`src/rtl/bid_round_ctrl.sv`:
```
// Round controller: opens a bid window, collects one bid per bidder, resolves the highest and debits the winner.
// Keeps the per-bidder balances across rounds; every output comes straight from a flop.
module bid_round_ctrl #(
    parameter int BID_W    = 8,
    parameter int BAL_W    = 16,
    parameter int INIT_BAL = 500,
    parameter int TIMEOUT  = 16
) (
    input  logic               clk,
    input  logic               reset_n,
    input  logic               start,
    input  logic [2:0]         bid_valid,
    input  logic [3*BID_W-1:0] bid_value,
    output logic [2:0]         bid_ack,
    output logic [2:0]         bid_err,
    output logic               busy,
    output logic               done,
    output logic [1:0]         winner,
    output logic [BID_W-1:0]   win_bid,
    output logic               tie,
    output logic [3*BAL_W-1:0] balance
);

    localparam int TW = (TIMEOUT > 1) ? $clog2(TIMEOUT) : 1;

    typedef enum logic [1:0] {
        S_IDLE,
        S_COLLECT,
        S_RESOLVE,
        S_REPORT
    } state_t;

    state_t             state_q, state_d;
    logic [TW-1:0]      timer_q, timer_d;
    logic [2:0]         cap_q, cap_d;
    logic [BID_W-1:0]   bid_q [3];
    logic [BID_W-1:0]   bid_d [3];
    logic [2:0]         ack_q, ack_d;
    logic [2:0]         err_q, err_d;
    logic               done_q, done_d;
    logic               busy_q, busy_d;
    logic [1:0]         winner_q, winner_d;
    logic [BID_W-1:0]   win_bid_q, win_bid_d;
    logic               tie_q, tie_d;
    logic [3*BAL_W-1:0] bal_q, bal_d;

    logic [BID_W-1:0]   max_v;
    logic [1:0]         n_max;
    logic [1:0]         win_idx;
    logic [BID_W-1:0]   val;

    always_comb begin
        state_d   = state_q;
        timer_d   = timer_q;
        cap_d     = cap_q;
        bid_d     = bid_q;
        ack_d     = '0;
        err_d     = '0;
        done_d    = 1'b0;
        winner_d  = winner_q;
        win_bid_d = win_bid_q;
        tie_d     = tie_q;
        bal_d     = bal_q;
        max_v     = '0;
        n_max     = '0;
        win_idx   = '0;
        val       = '0;

        // Captured bids are always non-zero, so max_v == 0 means nobody bid.
        for (int i = 0; i < 3; i++) begin
            if (cap_q[i] && (bid_q[i] > max_v)) begin
                max_v = bid_q[i];
            end
        end
        for (int i = 0; i < 3; i++) begin
            if (cap_q[i] && (bid_q[i] == max_v) && (max_v != '0)) begin
                n_max   = n_max + 2'd1;
                win_idx = 2'(i);
            end
        end

        case (state_q)
            S_IDLE: begin
                if (start) begin
                    state_d = S_COLLECT;
                    cap_d   = '0;
                    timer_d = TW'(TIMEOUT - 1);
                end
            end
            S_COLLECT: begin
                for (int i = 0; i < 3; i++) begin
                    if (bid_valid[i] && !cap_q[i]) begin
                        val = bid_value[i*BID_W +: BID_W];
                        if ((val != '0) && (BAL_W'(val) <= bal_q[i*BAL_W +: BAL_W])) begin
                            cap_d[i] = 1'b1;
                            bid_d[i] = val;
                            ack_d[i] = 1'b1;
                        end else begin
                            err_d[i] = 1'b1;
                        end
                    end
                end
                if ((&cap_d) || (timer_q == '0)) begin
                    state_d = S_RESOLVE;
                end else begin
                    timer_d = timer_q - TW'(1);
                end
            end
            S_RESOLVE: begin
                state_d = S_REPORT;
                done_d  = 1'b1;
                if (max_v == '0) begin
                    winner_d  = 2'd0;
                    win_bid_d = '0;
                    tie_d     = 1'b0;
                end else if (n_max > 2'd1) begin
                    winner_d  = 2'd0;
                    win_bid_d = '0;
                    tie_d     = 1'b1;
                end else begin
                    winner_d  = win_idx + 2'd1;
                    win_bid_d = max_v;
                    tie_d     = 1'b0;
                    bal_d[win_idx*BAL_W +: BAL_W] = bal_q[win_idx*BAL_W +: BAL_W] - BAL_W'(max_v);
                end
            end
            S_REPORT: begin
                state_d = S_IDLE;
            end
            default: begin
                state_d = S_IDLE;
            end
        endcase

        busy_d = (state_d != S_IDLE);
    end

    always_ff @(posedge clk) begin
        if (!reset_n) begin
            state_q   <= S_IDLE;
            timer_q   <= '0;
            cap_q     <= '0;
            bid_q     <= '{default: '0};
            ack_q     <= '0;
            err_q     <= '0;
            done_q    <= 1'b0;
            busy_q    <= 1'b0;
            winner_q  <= '0;
            win_bid_q <= '0;
            tie_q     <= 1'b0;
            bal_q     <= {3{BAL_W'(INIT_BAL)}};
        end else begin
            state_q   <= state_d;
            timer_q   <= timer_d;
            cap_q     <= cap_d;
            bid_q     <= bid_d;
            ack_q     <= ack_d;
            err_q     <= err_d;
            done_q    <= done_d;
            busy_q    <= busy_d;
            winner_q  <= winner_d;
            win_bid_q <= win_bid_d;
            tie_q     <= tie_d;
            bal_q     <= bal_d;
        end
    end

    assign bid_ack = ack_q;
    assign bid_err = err_q;
    assign busy    = busy_q;
    assign done    = done_q;
    assign winner  = winner_q;
    assign win_bid = win_bid_q;
    assign tie     = tie_q;
    assign balance = bal_q;

endmodule

```
`config.mk`:
```
export PLATFORM = sky130hd
export DESIGN_NAME = bid_round_ctrl
export DESIGN_NICKNAME = d
export VERILOG_FILES = /design/src/rtl/bid_round_ctrl.sv
export SDC_FILE = /design/constraint.sdc
export NUM_CORES = 1
export LEC_CHECK = 0
export BUFFER_PORTS_ARGS = -buffer_cell sky130_fd_sc_hd__buf_2
export CAP_MARGIN = 20
export CORE_MARGIN = 10
export CORE_UTILIZATION = 47
export DETAILED_ROUTE_END_ITERATION = 6
export PLACE_DENSITY = 0.78
export SYNTH_ARGS = -nofsm -noshare
export SYNTH_HDL_FRONTEND = slang
export SYNTH_SLANG_ARGS = --single-unit
```
`constraint.sdc`:
```
create_clock -name clk -period 18.3 [get_ports clk]
set_input_delay 2.745 -clock clk [delete_from_list [all_inputs] [get_ports clk]]
set_output_delay 2.745 -clock clk [all_outputs]
set_load 0.01 [all_outputs]
```
After elaboration in Yosys (flattened, before gate mapping)
Index checks and enable logic that the tools add are counted.
- input port bits: 30
- output and inout port bits: 67
- logic and storage cells: 121
- bits in registers: 100
- reduce and logical (&&, ||, !) cells: 38
- shift-type cells: 3
- bitwise logic cells: 2
- add/subtract/negate cells: 6
- equal/unequal tests: 8
- mux-type cells: 39
- magnitude comparators: 7
- operator list (kind ; number):
    bitwise mux 48 bit ; 1
    <= comparator 8 x 16 -> 1 bit ; 3
    variable shift 16 x 34 -> 48 bit (first input constant) ; 1
    variable part select 16 x 34 -> 48 bit ; 1
    variable part select 48 x 7 -> 16 bit ; 1
    two-way mux 8 bit ; 5
    negation 6 -> 34 bit ; 1
    nonzero test 8 bit ; 4
    AND reduction 3 bit ; 9
    equality test 8 bit ; 3
    two-way mux 1 bit ; 20
    greater-than comparator 8 bit ; 2
    subtractor 16 x 8 -> 16 bit ; 1
    logical AND 1 bit ; 15
    two-way mux 2 bit ; 7
    greater-than comparator 8 x 1 -> 1 bit (second input constant) ; 1
    zero test 8 bit ; 1
    two-way mux 4 bit ; 2
    case mux 2 bit (4 select lines) ; 1
    case mux 4 bit (2 select lines) ; 1
    adder 2 x 1 -> 2 bit (second input constant) ; 3
    case mux 3 bit (2 select lines) ; 1
    equality test 2 bit (second input constant) ; 2
    zero test 4 bit ; 1
    other kinds (11) ; 16

Depth between registers and ports, before layout
Gate-level depths: netlist of run 1.
- depth after elaboration: 20
- mapped depth: 36

Worst setup path after synthesis of run 1
OpenSTA, ideal clock, no wires.
- kind: register to register
- start: register cap_q[0]
- end: register bal_q[47], in the netlist balance[47]
- slack: 11.579 ns
- cell stages (with the launch flop): 37
- period minus slack after synthesis: 6.721 ns
- arrival time: 6.588 ns
- required time: 18.167 ns
- cells stage by stage: dfxtp_1 > buf_2 > buf_2 > nand2_1 > ha_1 > o21ai_0 > a21oi_1 > or3_4 > buf_6 > a21o_1 > and2_1 > ha_1 > o21a_1 > a21oi_1 > and3_1 > buf_4 > o211ai_1 > a31oi_1 > or4_1 > buf_2 > buf_1 > nor2_1 > a211oi_1 > a21oi_1 > ha_1 > nor2b_1 > o21ai_0 > a21boi_0 > o21ai_0 > a21boi_0 > o21ai_0 > nand2b_1 > a21oi_1 > o21ai_2 > nor4_2 > xnor2_1 > a21oi_1
- word-level cells in the longest chain between the ends: 19
- elaborated cells on any way between the ends: 36
- classes of those cells: 4 x add/sub; 3 x order compare; 3 x eq/ne; 3 x shift; 9 x mux; 2 x bitwise; 12 x reduce/logical
- ends and longest elaborated chain (what ; RTL line ; text):
    start, declared ; 35 ; logic [2:0] cap_q, cap_d;
    start signal, assigned ; 155 ; cap_q <= cap_d;
    branches (longest 19 deep; another with greater-than comparator 8 bit) ; n/a ;
    end signal, assigned ; 151 ; bal_q <= {3{BAL_W'(INIT_BAL)}};
    end signal, assigned ; 164 ; bal_q <= bal_d;
    end, declared ; 45 ; logic [3*BAL_W-1:0] bal_q, bal_d;
Several ways; the timed one is not identified.
A chain may end at the register's enable or synchronous reset.

Worst setup path after layout of run 1
- start: register cap_q[0]
- end: register bal_q[46], in the netlist balance[46]
The elaborated chain is that of the path after synthesis.

==> summary.txt, run 1 <==
Critical path
  – Critical path class: register to register
  – Endpoint type of the worst setup path: register
  – Data arrival time at the worst-slack endpoint: 8690 ps
  – CP Data Required Time: 18,500 ps
  – Largest stage delay, worst path: 900 ps
  – Flop2flop setup slack: 9810 ps
  – Critical Path Fanout Max: 21
  – Cell mode on critical path: a21oi_1
  – Worst Setup Start Kind: register
  – Slowest stage cell, crit path: or4_1

Yosys
  – Count of flip-flops with a built-in enable after synthesis: 0
  – Most used standard cells in the synthesized netlist: nor2_1, dfxtp_1, nand2_1
  – Cell type with the highest aggregate area in the netlist: dfxtp_1
  – Area share of the largest cell type after synthesis: 30.6%
  – Share of async-settable or async-resettable flops after synthesis: 0%
  – Syn Inst Count: 814
  – Avg Cell Area, Syn: 8.05 um2
  – Synth area leaders: dfxtp_1, ha_1, nor2_1, a21oi_1, mux2i_1
  – Yosys warning count: 0
  – Number of nets produced by synthesis: 895
  – Most used standard cell by instance count after synthesis: nor2_1
  – Top FF cell, synth: dfxtp_1
  – Count of state elements after synthesis: 100
  – Synth cell types: 71
  – Sequential fraction of the synthesis area: 30.6%
  – Summed instance area of the synthesized netlist: 6550 um2

Timing
  – Portion of the clock cycle consumed by the worst path in the final layout: 46.4%
  – Final Max Tran Viols: 0
  – Final worst clock skew: 10.0 ps
  – Setup-violating endpoint count in the final report: 0
  – Hold Fails Final Rpt: 0
  – Setup repair after global routing missed its margin: no
  – Max-Slew Margin vs Limit: 33.4%
  – Max Clk Rate: 118 MHz
  – Final critical path time including I/O delays and setup: 8490 ps
  – Total negative setup slack: 0 ps
  – Slew @ Worst Pin: 998 ps
  – Smallest hold slack: 457 ps

Floorplanning
  – DIE WIDTH: 138 um
  – Core Box Area: 13,800 um2
  – Overall die height: 138 um
  – Row count: 43
  – Initial cell density of the core: 47.6%
  – Number of placed I/O pins: 97
  – DIE AREA: 19,100 um2

CTS
  – Source-to-sink clock delay at the later pin of the worst-skew pair: 360 ps
  – Clock root cell: clkbuf_16
  – Post-CTS setup buffer count: 0
  – Clk pin slew, worst setup/hold paths: 80 ps
  – CTS Hold Bufs: 0
  – CTS-repair resized insts: 0
  – H-Tree Depth: 3
  – Clock tree from TritonCTS: done
  – Number of buffers created by CTS: 9
  – Number of sinks handled by clock tree synthesis: 100
  – Buffer levels on the longest clock path: 2

Global route
  – Via count of the first global-routing pass: 6,070
  – Initial antenna violation count: 0
  – Largest net degree at the start of global routing: 59
  – Gr usage total: 21.7%
  – Global-route congestion overflow total: 0
  – Wire length of the first global-routing pass: 34,100 um

Place
  – RD Place Congestion: 0.974
  – Buffers on Ports: 96
  – Placed wire-length estimate after detailed placement: 16,600 um

Routing
  – DRT Pass-1 Iters: 5
  – Per-cell via count in the routed design: 6.11
  – Routed wire per std cell: 20.3 um
  – Number of nets still failing antenna checks after routing: 0
  – Post-detailed-routing wire length: 21,600 um
  – Violation count after the first detailed-route iteration: 821
  – Via count of the routed design: 6,520
  – Number of design rule violations left after detail routing: 0

Job
  – Max Cap Viol: 0

Layout
  – Area growth, synth to finish: 13.3%
  – Nets@finish: 963
  – Share of layout cells above drive strength 1: 16.9%
  – Number of inserted diodes: 0

Outcome
  – Outcome: completed

Power
  – Power per unit of standard cell area: 75.8 nW/um2
  – Total leakage power: 3.26 nW
  – Maximum resistive drop on vdd: 45.7 uV

Worst hold path
  – Worst min-delay path category: register to register
## state kept, by name, indices dropped and copies added (netlist names), 2 cells and up
signal,flops
win_bid,8
cap_q,3
winner,2
bid_ack,3
timer_q,4
bid_q,24
balance,48
bid_err,3
state_q,2
## placed cells by master (no fill, tap or decap), drive strengths merged, types with 22 or more instances in the layout
| master | synthesis | layout |
|---|---|---|
| nor2 | 103 | 103 |
| buf | 17 | 101 |
| dfxtp | 100 | 100 |
| nand2 | 62 | 62 |
| a21oi | 56 | 56 |
| inv | 51 | 51 |
| ha | 50 | 50 |
| o21ai | 44 | 44 |
| a211oi | 30 | 30 |
| mux2i | 27 | 27 |
| o211ai | 26 | 26 |
| nor3 | 22 | 22 |
| nor4 | 22 | 22 |
## worst max-delay path: cells and delay by family (launching register included)
family | cells | cell delay, ps
AOI/OAI and AO/OA | 14 | 2800
xor gates and xnor gates | 1 | 280
adders and majority gates | 4 | 1270
buffers and inverters | 2 | 270
DFF | 1 | 680
muxes | 1 | 270
and+or+nand+nor | 10 | 2740
## per-layer routing
| metal | vias up | wire, um | share of wire (%) | global-route usage [%] |
|---|---|---|---|---|
| li1 | 3094 | - | - | - |
| met4 | 0 | 860 | 4.0 | 10.4 |
| met5 | - | 0 | 0 | 0 |
| met3 | 59 | 1940 | 9.0 | 4.28 |
| met2 | 351 | 9410 | 44 | 33.1 |
| met1 | 3016 | 9400 | 43 | 28.6 |
## layout make-up
cell class | instances | area, um2
Fill cell | 1327 | 6350
Tap cell | 180 | 225
Timing Repair Buffer | 101 | 518
Clock inverter | 5 | 82.6
Sequential cell | 100 | 2000
Inverter | 51 | 191
Clock buffer | 11 | 253
Multi-Input combinational cell | 619 | 4150
## final timing paths
kind,start,endpoint,depth (start not counted)
max reg2reg,cap_q[0],balance[46],32
max,cap_q[0],balance[46],32
min reg2reg,winner[0],winner[0],2
min,winner[0],winner[0],2
## kinds of logic (layout without fill, tap and decap cells)
| family | after synthesis | after routing | synth area share (%) |
|---|---|---|---|
| mux | 27 | 27 | 4.13 |
| simple gates | 281 | 281 | 20.7 |
| flops | 100 | 100 | 30.6 |
| fa+ha+maj | 52 | 52 | 10.0 |
| compound gates | 233 | 233 | 24.9 |
| buf+inv | 95 | 168 | 6.21 |
| xor+xnor | 26 | 26 | 3.48 |
## power breakdown
group | internal [W] | switching (W)
Clock | 0.000128 | 0.0000901
Sequential | 0.000225 | 0.0000130
Combinational | 0.0000393 | 0.0000668
Total | 0.000392 | 0.000170
## stage by stage
| stage | std cells | utilization (%) | area [um2] | setup slack [ps] | power, W |
|---|---|---|---|---|---|
| 2_1_floorplan | 814 | - | 6550 | 11580 | 0.000317 |
| 3_3_place_gp | 1050 | 51.4 | 7080 | 10200 | 0.000345 |
| 3_5_place_dp | 1050 | 51.4 | 7080 | 10050 | 0.000345 |
| 4_1_cts | 1066 | 53.8 | 7410 | 9980 | 0.000560 |
| 5_1_grt | 1067 | 53.9 | 7420 | 9050 | 0.000580 |
| 6_report | 1067 | 53.9 | 7420 | 9810 | 0.000562 |
No activity file was read; power rests on OpenSTA's default activity.
==> run 2, diff against run 1 <==
--- a/config.mk
+++ b/config.mk
@@ -10,7 +10,7 @@
 export CORE_MARGIN = 10
 export CORE_UTILIZATION = 47
 export DETAILED_ROUTE_END_ITERATION = 6
-export PLACE_DENSITY = 0.78
+export PLACE_DENSITY = 0.8
 export SYNTH_ARGS = -nofsm -noshare
 export SYNTH_HDL_FRONTEND = slang
 export SYNTH_SLANG_ARGS = --single-unit
==> constraint.sdc (replaced) <==
create_clock -name clk -period 7.3 [get_ports clk]
set_input_delay 1.095 -clock clk [delete_from_list [all_inputs] [get_ports clk]]
set_output_delay 1.095 -clock clk [all_outputs]
set_load 0.01 [all_outputs]
==> summary.txt, run 2 (same netlist as run 1, synthesis figures left out) <==
CTS
  – Buffer levels on the longest clock path: 2 (unchanged)
  – Clock tree from TritonCTS: done
  – H-Tree Depth: 3 (unchanged)
  – Clock root cell: clkbuf_16
  – Source-to-sink clock delay at the later pin of the worst-skew pair: 360 ps (about the same)
  – Number of buffers created by CTS: 9 (unchanged)
  – Clk pin slew, worst setup/hold paths: 70 ps (about the same)
  – Number of sinks handled by clock tree synthesis: 100 (unchanged)
  – CTS Hold Bufs: 0 (unchanged)
  – Post-CTS setup buffer count: 0 (unchanged)

Layout
  – Leading cell type in the layout, fill and taps excluded: nor2_1
  – Multi-input gate area in the final layout: 4170 um2 (+0.51%)
  – Max reg flops: 48 (unchanged)
  – Number of inserted diodes: 0 (unchanged)
  – Commonest cells after routing, fill and taps aside: nor2_1, dfxtp_1, buf_2
  – Area growth, synth to finish: 15.4%
  – Post-route cell area: 7560 um2 (+1.9%)
  – Share of layout cells above drive strength 1: 19.6% (+2.7 points)
  – Flip-flop and latch area: 2000 um2 (about the same)
  – Post-layout utilization of the core: 54.9% (+1.0 points)
  – Layout filler cell count: 1,289 (-2.9%)
  – Nets@finish: 982 (+2.0%)

Critical path
  – Count of cells along the worst register-to-register path: 30 (-6.3%)
  – R2r endpoint: balance[47]
  – Worst Setup Start Kind: register
  – Endpoint type of the worst setup path: register
  – Slowest stage cell, crit path: or4_4
  – Critical R2R Launch: bid_q[20]
  – Data arrival time at the worst-slack endpoint: 7090 ps (-1600 ps)
  – CP Data Required Time: 7500 ps (-11,000 ps)
  – Critical path launch point: bid_q[20]
  – Critical path class: register to register
  – Flop2flop setup slack: 410 ps (-9400 ps)
  – Critical Path Fanout Max: 15 (-29%)
  – Largest stage delay, worst path: 610 ps (-290 ps)
  – Capture point of the critical path: balance[47]
  – Cell mode on critical path: a21oi_1

Global route
  – Largest net degree at the start of global routing: 59 (unchanged)
  – Global-route congestion overflow total: 0 (unchanged)
  – Gr usage total: 22.0% (+0.35 points)
  – Wire length of the first global-routing pass: 34,900 um (+2.4%)
  – Initial antenna violation count: 0 (unchanged)
  – Via count of the first global-routing pass: 6,341 (+4.5%)

Timing
  – Hold Fails Final Rpt: 0 (unchanged)
  – Setup-violating endpoint count in the final report: 0 (unchanged)
  – Final Max Tran Viols: 0 (unchanged)
  – Max Clk Rate: 145 MHz (+23%)
  – Crit path setup slack, layout: 410 ps (-9400 ps)
  – Slew @ Worst Pin: 1070 ps (+72.5 ps)
  – Portion of the clock cycle consumed by the worst path in the final layout: 94.4% (+48 points)
  – Max-Slew Margin vs Limit: 28.3% (-5.1 points)
  – Final critical path time including I/O delays and setup: 6890 ps (-1600 ps)
  – Final worst clock skew: 11.2 ps (+1.21 ps)

Place
  – Setup Slack @ Placement: 178 ps (-9870 ps)
  – Post-Place Cell Area: 7230 um2 (+2.1%)
  – Placed wire-length estimate after detailed placement: 16,900 um (+1.7%)
  – RD Place Congestion: 0.985 (+1.1%)
  – Buffers on Ports: 96 (unchanged)

Job
  – Max Cap Viol: 0 (unchanged)

Floorplanning
  – Initial cell density of the core: 47.6% (unchanged)
  – DIE WIDTH: 138 um (unchanged)
  – Core Box Area: 13,800 um2 (unchanged)
  – DIE AREA: 19,100 um2 (unchanged)
  – Overall die height: 138 um (unchanged)
  – Number of placed I/O pins: 97 (unchanged)
  – Row count: 43 (unchanged)

Worst hold path
  – Worst min-delay path category: register to register

Power
  – Power per unit of standard cell area: 183 nW/um2 (+140%)
  – Maximum resistive drop on vdd: 127 uV (+180%)
  – Total leakage power: 3.32 nW (+2.1%)

Routing
  – Number of nets still failing antenna checks after routing: 0 (unchanged)
  – Per-cell via count in the routed design: 6.22 (+1.8%)
  – Post-detailed-routing wire length: 22,200 um (+2.5%)
  – DRT Pass-1 Iters: 7 (+2)
  – Routed wire per std cell: 20.4 um (+0.71%)
  – Via count of the routed design: 6,754 (+3.6%)
  – Number of design rule violations left after detail routing: 0 (unchanged)
  – Violation count after the first detailed-route iteration: 864 (+5.2%)

Outcome
  – Outcome: completed
[run 2: cell count changes in the layout (fill, tap and decap cells not counted), moves of 2 or more]
cell | previous run | this run
buf_4 | 5 | 24
clkinvlp_4 | 0 | 2
a21oi_1 | 54 | 51
a21oi_2 | 2 | 5
[run 2: report_power, final]
group,switching [W],internal [W]
Combinational,0.000175,0.000108
Sequential,0.0000296,0.000564
Clock,0.000227,0.000278
Total,0.000432,0.000949
[run 2: cell type report]
cell class,count,area share [%]
Sequential cell,100,26.5
Clock inverter,6,0.943
Multi-Input combinational cell,619,55.1
Inverter,51,2.53
Tap cell,180,2.98
Timing Repair Buffer,120,8.74
Clock buffer,10,3.16
[run 2: what timing repair did]
| action | 4_1_cts | 5_1_grt |
|---|---|---|
| hold endpoints to repair | 0 | 0 |
| setup endpoints to repair | 0 | 27 |
| resized for setup | 0 | 10 |
[run 2: metrics by stage]
step / cells / TNS [ps] / total power, W / hold slack (ps)
after floorplan: 814 / 0 / 0.000795 / 454
after global placement: 1070 / 0 / 0.000873 / 442
after detailed placement: 1070 / 0 / 0.000877 / 449
after CTS: 1086 / 0 / 0.00138 / 458
after global routing: 1086 / -9.33 / 0.00143 / 485
final: 1086 / 0 / 0.00138 / 456
[run 2: worst min-delay path by stage]
stage	start	cells after the start	slack, ps	to
finish	winner[1]	2	460	winner[1]
global route	winner[0]	2	490	winner[0]
CTS	winner[1]	2	460	winner[1]
detailed placement	winner[1]	2	450	winner[1]
global placement	winner[0]	2	440	winner[0]
floorplan	cap_q[2]	1	450	bid_err[2]
[run 2: worst max-delay path: cells and delay by family, from the launching register on]
| kind | cells | cell delay (ps) |
|---|---|---|
| and+or+nand+nor | 8 | 2330 |
| AOI/OAI and AO/OA | 16 | 2470 |
| buffers and inverters | 2 | 400 |
| DFF | 1 | 480 |
| adders and majority gates | 3 | 820 |
| xor gates and xnor gates | 1 | 210 |
[run 2: metal layers]
layer	global-route usage (%)	wire length, um	vias up
li1	-	-	3132
met1	28.4	9470	3166
met2	35.6	10000	393
met3	5.31	2030	63
met4	6.55	614	0
met5	0	0	-
